File: src/rtl/dmem_arbiter.sv
// ============================================================================
// dmem_arbiter : shares one data memory between the core load/store path and
//                a debug/loader port, sequencing each access with wait states.
// Option macro : DMEM_ARB_ROUND_ROBIN_EN (round-robin on contention; default
//                build is fixed priority with the CPU winning contention)
// Revision     : 1.0
// ============================================================================
`timescale 1ns/1ps
`default_nettype none

module dmem_arbiter #(
  parameter int ADDR_W      = 32,
  parameter int DATA_W      = 32,
  parameter int WAIT_STATES = 1
) (
  input  logic              clk,
  input  logic              reset,

  input  logic              cpu_req_i,
  input  logic              cpu_we_i,
  input  logic [ADDR_W-1:0] cpu_addr_i,
  input  logic [DATA_W-1:0] cpu_wdata_i,
  output logic              cpu_ack_o,
  output logic [DATA_W-1:0] cpu_rdata_o,
  output logic              cpu_stall_o,

  input  logic              dbg_req_i,
  input  logic              dbg_we_i,
  input  logic [ADDR_W-1:0] dbg_addr_i,
  input  logic [DATA_W-1:0] dbg_wdata_i,
  output logic              dbg_ack_o,
  output logic [DATA_W-1:0] dbg_rdata_o,

  output logic              mem_re_o,
  output logic              mem_we_o,
  output logic [ADDR_W-1:0] mem_addr_o,
  output logic [DATA_W-1:0] mem_wdata_o,
  input  logic [DATA_W-1:0] mem_rdata_i,

  output logic              busy_o
);

  typedef enum logic [1:0] {
    S_IDLE   = 2'd0,
    S_ACCESS = 2'd1,
    S_DONE   = 2'd2
  } state_t;

  localparam logic [3:0] WAIT_INIT = 4'(WAIT_STATES);

  state_t              state_q,     state_d;
  logic [3:0]          cnt_q,       cnt_d;
  logic                gnt_dbg_q,   gnt_dbg_d;
  logic                first_q,     first_d;
  logic                we_q,        we_d;
  logic [ADDR_W-1:0]   addr_q,      addr_d;
  logic [DATA_W-1:0]   wdata_q,     wdata_d;
  logic [DATA_W-1:0]   cpu_rdata_q, cpu_rdata_d;
  logic [DATA_W-1:0]   dbg_rdata_q, dbg_rdata_d;
  logic                pick_dbg;

`ifdef DMEM_ARB_ROUND_ROBIN_EN
  // 1 = debug port held the most recent grant; reset value makes the CPU win
  // the first contention.
  logic                last_gnt_q,  last_gnt_d;

  always_comb begin
    pick_dbg = dbg_req_i & (~cpu_req_i | ~last_gnt_q);
  end
`else
  always_comb begin
    pick_dbg = dbg_req_i & ~cpu_req_i;
  end
`endif

  always_comb begin
    state_d     = state_q;
    cnt_d       = cnt_q;
    gnt_dbg_d   = gnt_dbg_q;
    first_d     = first_q;
    we_d        = we_q;
    addr_d      = addr_q;
    wdata_d     = wdata_q;
    cpu_rdata_d = cpu_rdata_q;
    dbg_rdata_d = dbg_rdata_q;
`ifdef DMEM_ARB_ROUND_ROBIN_EN
    last_gnt_d  = last_gnt_q;
`endif

    case (state_q)
      S_IDLE: begin
        if (cpu_req_i || dbg_req_i) begin
          gnt_dbg_d = pick_dbg;
          we_d      = pick_dbg ? dbg_we_i    : cpu_we_i;
          addr_d    = pick_dbg ? dbg_addr_i  : cpu_addr_i;
          wdata_d   = pick_dbg ? dbg_wdata_i : cpu_wdata_i;
          cnt_d     = WAIT_INIT;
          first_d   = 1'b1;
          state_d   = S_ACCESS;
`ifdef DMEM_ARB_ROUND_ROBIN_EN
          last_gnt_d = pick_dbg;
`endif
        end
      end

      S_ACCESS: begin
        first_d = 1'b0;
        if (cnt_q == 4'd0) begin
          // Only the granted port's read register moves; the other holds.
          if (gnt_dbg_q) begin
            dbg_rdata_d = mem_rdata_i;
          end else begin
            cpu_rdata_d = mem_rdata_i;
          end
          state_d = S_DONE;
        end else begin
          cnt_d = cnt_q - 4'd1;
        end
      end

      S_DONE: begin
        state_d = S_IDLE;
      end

      default: begin
        state_d = S_IDLE;
      end
    endcase
  end

  always_ff @(posedge clk or negedge reset) begin
    if (!reset) begin
      state_q     <= S_IDLE;
      cnt_q       <= 4'd0;
      gnt_dbg_q   <= 1'b0;
      first_q     <= 1'b0;
      we_q        <= 1'b0;
      addr_q      <= '0;
      wdata_q     <= '0;
      cpu_rdata_q <= '0;
      dbg_rdata_q <= '0;
    end else begin
      state_q     <= state_d;
      cnt_q       <= cnt_d;
      gnt_dbg_q   <= gnt_dbg_d;
      first_q     <= first_d;
      we_q        <= we_d;
      addr_q      <= addr_d;
      wdata_q     <= wdata_d;
      cpu_rdata_q <= cpu_rdata_d;
      dbg_rdata_q <= dbg_rdata_d;
    end
  end

`ifdef DMEM_ARB_ROUND_ROBIN_EN
  always_ff @(posedge clk or negedge reset) begin
    if (!reset) begin
      last_gnt_q <= 1'b1;
    end else begin
      last_gnt_q <= last_gnt_d;
    end
  end
`endif

  // Strobes decode straight from the state register so an asynchronous reset
  // removes them immediately.
  always_comb begin
    busy_o      = (state_q != S_IDLE);
    mem_re_o    = (state_q == S_ACCESS) & ~we_q;
    mem_we_o    = (state_q == S_ACCESS) & we_q & first_q;
    mem_addr_o  = addr_q;
    mem_wdata_o = wdata_q;
    cpu_ack_o   = (state_q == S_DONE) & ~gnt_dbg_q;
    dbg_ack_o   = (state_q == S_DONE) &  gnt_dbg_q;
    cpu_rdata_o = cpu_rdata_q;
    dbg_rdata_o = dbg_rdata_q;
    cpu_stall_o = cpu_req_i & ~cpu_ack_o;
  end

endmodule

`default_nettype wire
File: config.mk
export PLATFORM = sky130hd
export DESIGN_NAME = dmem_arbiter
export DESIGN_NICKNAME = d
export VERILOG_FILES = /design/src/rtl/dmem_arbiter.sv
export SDC_FILE = /design/constraint.sdc
export NUM_CORES = 1
export LEC_CHECK = 0
export CORE_ASPECT_RATIO = 0.9
export CORE_MARGIN = 3
export CORE_UTILIZATION = 44
export DETAILED_ROUTE_END_ITERATION = 6
export GPL_TIMING_DRIVEN = 0
export HOLD_SLACK_MARGIN = 0.08
export PLACE_DENSITY = 0.95
export SYNTH_ARGS = -nofsm -noshare
export SYNTH_HDL_FRONTEND = slang
export SYNTH_SLANG_ARGS = --single-unit
File: constraint.sdc
create_clock -name clk -period 4.75 [get_ports clk]
set_input_delay 1.1875 -clock clk [delete_from_list [all_inputs] [get_ports clk]]
set_output_delay 1.1875 -clock clk [all_outputs]
set_load 0.01 [all_outputs]
## Word-level counts from Yosys, hierarchy flattened

Index checks and enable logic that the tools add are counted.

- Register bits: 137
- Latch bits: 0
- RAM bits: 0
- ROM bits: 0
- Word-level logic and storage cells: 48
- Memories kept: 0

- Add/subtract/negate cells: 1
- Multiply operators: 0
- Divide/modulo/power cells: 0
- $lt $le $gt $ge: 0
- Equality and inequality tests: 5
- Shift-type cells: 0
- Mux-type cells: 11
- Bitwise operators: 11
- Reduce and logical (&&, ||, !) cells: 11

Operators with widths:

| kind | count |
|---|---|
| $mux W32 | 2 |
| $reduce_and A3 Y1 | 3 |
| $mux W4 | 2 |
| $pmux W4 S2 | 1 |
| $and A1 B1 Y1 | 7 |
| $ne A2 B2 Y1 const B | 3 |
| $reduce_and A2 Y1 | 3 |
| $logic_not A4 Y1 | 1 |
| $mux W2 | 2 |
| $not A1 Y1 | 4 |
| $pmux W2 S2 | 1 |
| $reduce_bool A2 Y1 | 2 |
| $sub A4 B1 Y4 const B | 1 |
| $eq A2 B1 Y1 const B | 1 |
| $eq A2 B2 Y1 const B | 1 |
| $logic_not A2 Y1 | 1 |
| $mux W1 | 2 |
| $pmux W1 S2 | 1 |
| $logic_or A1 B1 Y1 | 1 |

## Logic depth before layout (Yosys ltp)

- Depth in word-level cells: 4
- Depth in mapped cells: 7
- Depth with buffers taken out: 5

## Least setup slack after synthesis

No wires, ideal clock.

- Path type: input -> output
- From: input port cpu_req_i
- To: output port cpu_stall_o
- Data arrival time: 1.385 ns
- Data required time: 3.563 ns
- Path slack: 2.178 ns
- Cell stages on the path: 1
- Buffers on the path: 0
- Cells stage by stage: nor2b_1

- Longest elaborated chain between the ends: 1

Ends and longest elaborated chain:

| element | line | source |
|---|---|---|
| start: declaration | 19 | `input logic cpu_req_i,` |
| $and A1 B1 Y1 | 177 | `cpu_stall_o = cpu_req_i & ~cpu_ack_o;` |
| end: declaration | 25 | `output logic cpu_stall_o,` |

No other way between the ends.

## Worst setup path in the final report

Same ends and word-level chain as after synthesis.

==> results by group <==
Outcome
  – Status: completed

Global routing
  – Gr usage total: 0.250
  – Largest net degree at the start of global routing: 103
  – Overflow after GRT: 0
  – Vias in the first global route: 5530
  – First-pass GRT wire length: 29000 um
  – Number of antenna violations at the first check in global routing: 1

Cells and area
  – NumNets Final: 965
  – Share of layout cells above drive strength 1: 0.140
  – Layout area overhead: 64.5%
  – Cell Count, Final, Fillers Out: 975

Timing
  – Final Hold Viols: 0
  – Clock skew: 0.00897 ns
  – Post-layout min period: 3.62 ns
  – RSZ-0062 raised after global routing: false
  – Worst slew margin: 0.506
  – Period utilization: 0.763
  – Max Slew Vio Count: 0
  – Hold WS: 0.504 ns
  – Slew at the pin closest to its max-slew limit: 0.741 ns
  – Setup TNS: 0 ns
  – Final setup vio count: 0
  – Fmax: 0.276 GHz

Logic synthesis
  – Post-synth ARST share: 1.00
  – Netlist Area Pre-Place: 6030 um2
  – Yosys warns: 0
  – Cell count after synthesis: 478
  – Mean Syn Cell Area: 12.6 um2
  – Sequential share of the synthesized area: 0.569
  – Post-synth EDFFs: 0
  – Net Count, Synth: 646
  – #FFs+latches synth: 137
  – Netlist cell types: 30
  – Synth Flop Type: dfrtp_1

Routing
  – Via density: 5.29
  – ANT nets after route: 0
  – Pre-Repair DR Iteration Count: 4
  – DR vias: 5155
  – Aggregate routed wire length: 19100 um
  – DR iter-0 viols: 256
  – Mean routed wirelength per cell: 19.5 um
  – DRC violations left: 0

CTS
  – TritonCTS Buffers: 17
  – CTS resizes: 0
  – CTS max path bufs: 2
  – Clock Latency Late Sink: 0.41 ns
  – Root buf cell: clkbuf_16
  – TritonCTS Sinks: 137
  – H-tree levels: 4
  – CTS Hold Bufs: 0
  – Clock transition at path regs: 0.06 ns
  – Post-CTS Setup Bufs: 0
  – CTS tree: yes

Placed design
  – Post-DP HPWL: 14300 um
  – Count of input and output buffers: 299
  – Gp weighted congestion: 0.837
  – Placed insts: 942

Floorplan
  – Starting Density: 0.463
  – Num rows: 39
  – Die extent in y: 117 um
  – DIE AREA: 15100 um2
  – Boundary Pins: 300
  – Die width: 129 um
  – Core Region: 13000 um2

Setup path
  – Buf+Inv Stages, Crit Path: 2
  – Worst r2r path cells: 7
  – CP Class: in -> out
  – CP Data Arrival Time: 2.43 ns
  – Source of the worst register-to-register timing path: cnt_q[0]
  – Crit-path max cell delay: 0.55 ns
  – Most used cell, CP: clkdlybuf4s50_1
  – Slowest-stage cell, CP: clkdlybuf4s50_1
  – Startpoint types: primary input
  – Worst Path Required: 3.56 ns
  – Worst Setup SP: cpu_req_i
  – Crit Path Max Fanout: 5
  – Critical path's top delay family: buffers and inverters
  – Worst-path cell chain: clkdlybuf4s50_1 > nor2b_1 > clkdlybuf4s50_1
  – CP Capture Type: output pin
  – Critical path depth: 3

Power and ir drop
  – Static Leak: 4.19 nW
  – Tot Pwr: 0.00659 W
  – Power Density: 665 nW/um2
  – VDD IR max: 0.316 mV

Worst hold path
  – Worst Hold Launch: dbg_rdata_o[4]
  – WHS Path Cells: 1
  – Worst Hold Class: reg -> reg

Flow run
  – Maxcap violations: 0
[cells in the final DEF, fill, tap and decap left out, types with 4 or more instances in the layout]
master	Yosys	layout
dfrtp_1	137	137
mux2_2	33	33
clkbuf_1	18	19
buf_2	10	10
clkdlybuf4s50_1	0	298
mux2_4	30	30
nor3_1	4	4
buf_1	5	5
nor2_1	4	4
nor2b_1	4	4
clkbuf_16	0	17
mux2i_1	65	65
inv_1	4	4
nand2_1	6	6
bufinv_16	0	5
a21oi_1	135	135
clkinv_4	0	5
[stage by stage]
stage                      util  cell area (um2)  setup slack [ns]
after floorplan               -             6030              2.18
after global placement    0.708             9230             -2.53
after detailed placement  0.710             9260              1.13
after CTS                 0.761             9920              1.10
after global routing      0.761             9920             0.965
final                     0.761             9920              1.13
[worst reg2reg max path: cells and delay by family, from the launching register on]
family	cells	cell delay, ns
DFF	1	0.39
adders and majority gates	1	0.20
muxes	1	0.38
buffers and inverters	3	0.65
and+or+nand+nor	2	0.58
[synthesized netlist by cell type (2+ instances only)]
cell type | instances | area, um2
and3_1 | 2 | 12.5
nor3b_1 | 2 | 15.0
mux2_4 | 30 | 450
mux2_2 | 33 | 372
nand2_1 | 6 | 22.5
mux2i_1 | 65 | 651
dfrtp_1 | 137 | 3430
clkbuf_1 | 18 | 67.6
nor2b_1 | 4 | 25.0
a21oi_1 | 135 | 676
buf_12 | 3 | 60.1
nor2_1 | 4 | 15.0
nor3_1 | 4 | 20.0
inv_1 | 4 | 15.0
ha_1 | 2 | 25.0
o21ai_0 | 2 | 10.0
buf_2 | 10 | 50.1
buf_1 | 5 | 18.8
[layer usage]
metal,wire (um),vias to the layer above,track usage
li1,-,2360,-
met1,7150,2530,0.288
met2,10000,232,0.446
met3,1490,33,0.0753
met4,386,0,0.0868
met5,0,-,0
[power breakdown]
group	internal (W)	leakage (nW)	switching [W]	total [W]
Combinational	0.00171	2.29	0.00130	0.00300
Clock	0.000952	0.322	0.000511	0.00146
Sequential	0.00176	1.58	0.000372	0.00213
[registers in the layout, summed over array words and instances, names as in the netlist]
name,flops
state_q,2
first_q,1
we_q,1
mem_wdata_o,32
mem_addr_o,32
cnt_q,4
gnt_dbg_q,1
dbg_rdata_o,32
cpu_rdata_o,32
[cell type report]
type	count	area (um2)
flip-flops and latches	137	3430
fillers	763	3110
repair buffers	300	3020
multi-input cells	300	2380
clock buffers	19	443
clock inverters	13	216
plain buffers	37	208
well taps	164	205
inverters	4	15.0
diodes	1	2.50
[final timing paths]
path	to	slack, ns
min	dbg_rdata_o[4]	0.50
max in group asynchronous	mem_wdata_o[27]	3.28
max reg2reg	dbg_rdata_o[14]	2.43
min in group asynchronous	cpu_rdata_o[15]	0.66
min reg2reg	dbg_rdata_o[4]	0.50
max	cpu_stall_o	1.13
[kinds of logic (layout without fill, tap and decap cells)]
group,after synthesis,in the layout,synth area share
other,0,1,0
and+or+nand+nor,30,30,0.0278
adders and majority gates,2,2,0.00415
muxes,129,129,0.246
DFF,137,137,0.569
buffers and inverters,41,373,0.0369
AOI/OAI and AO/OA,139,139,0.116
Power figures use the tool's default switching activity.
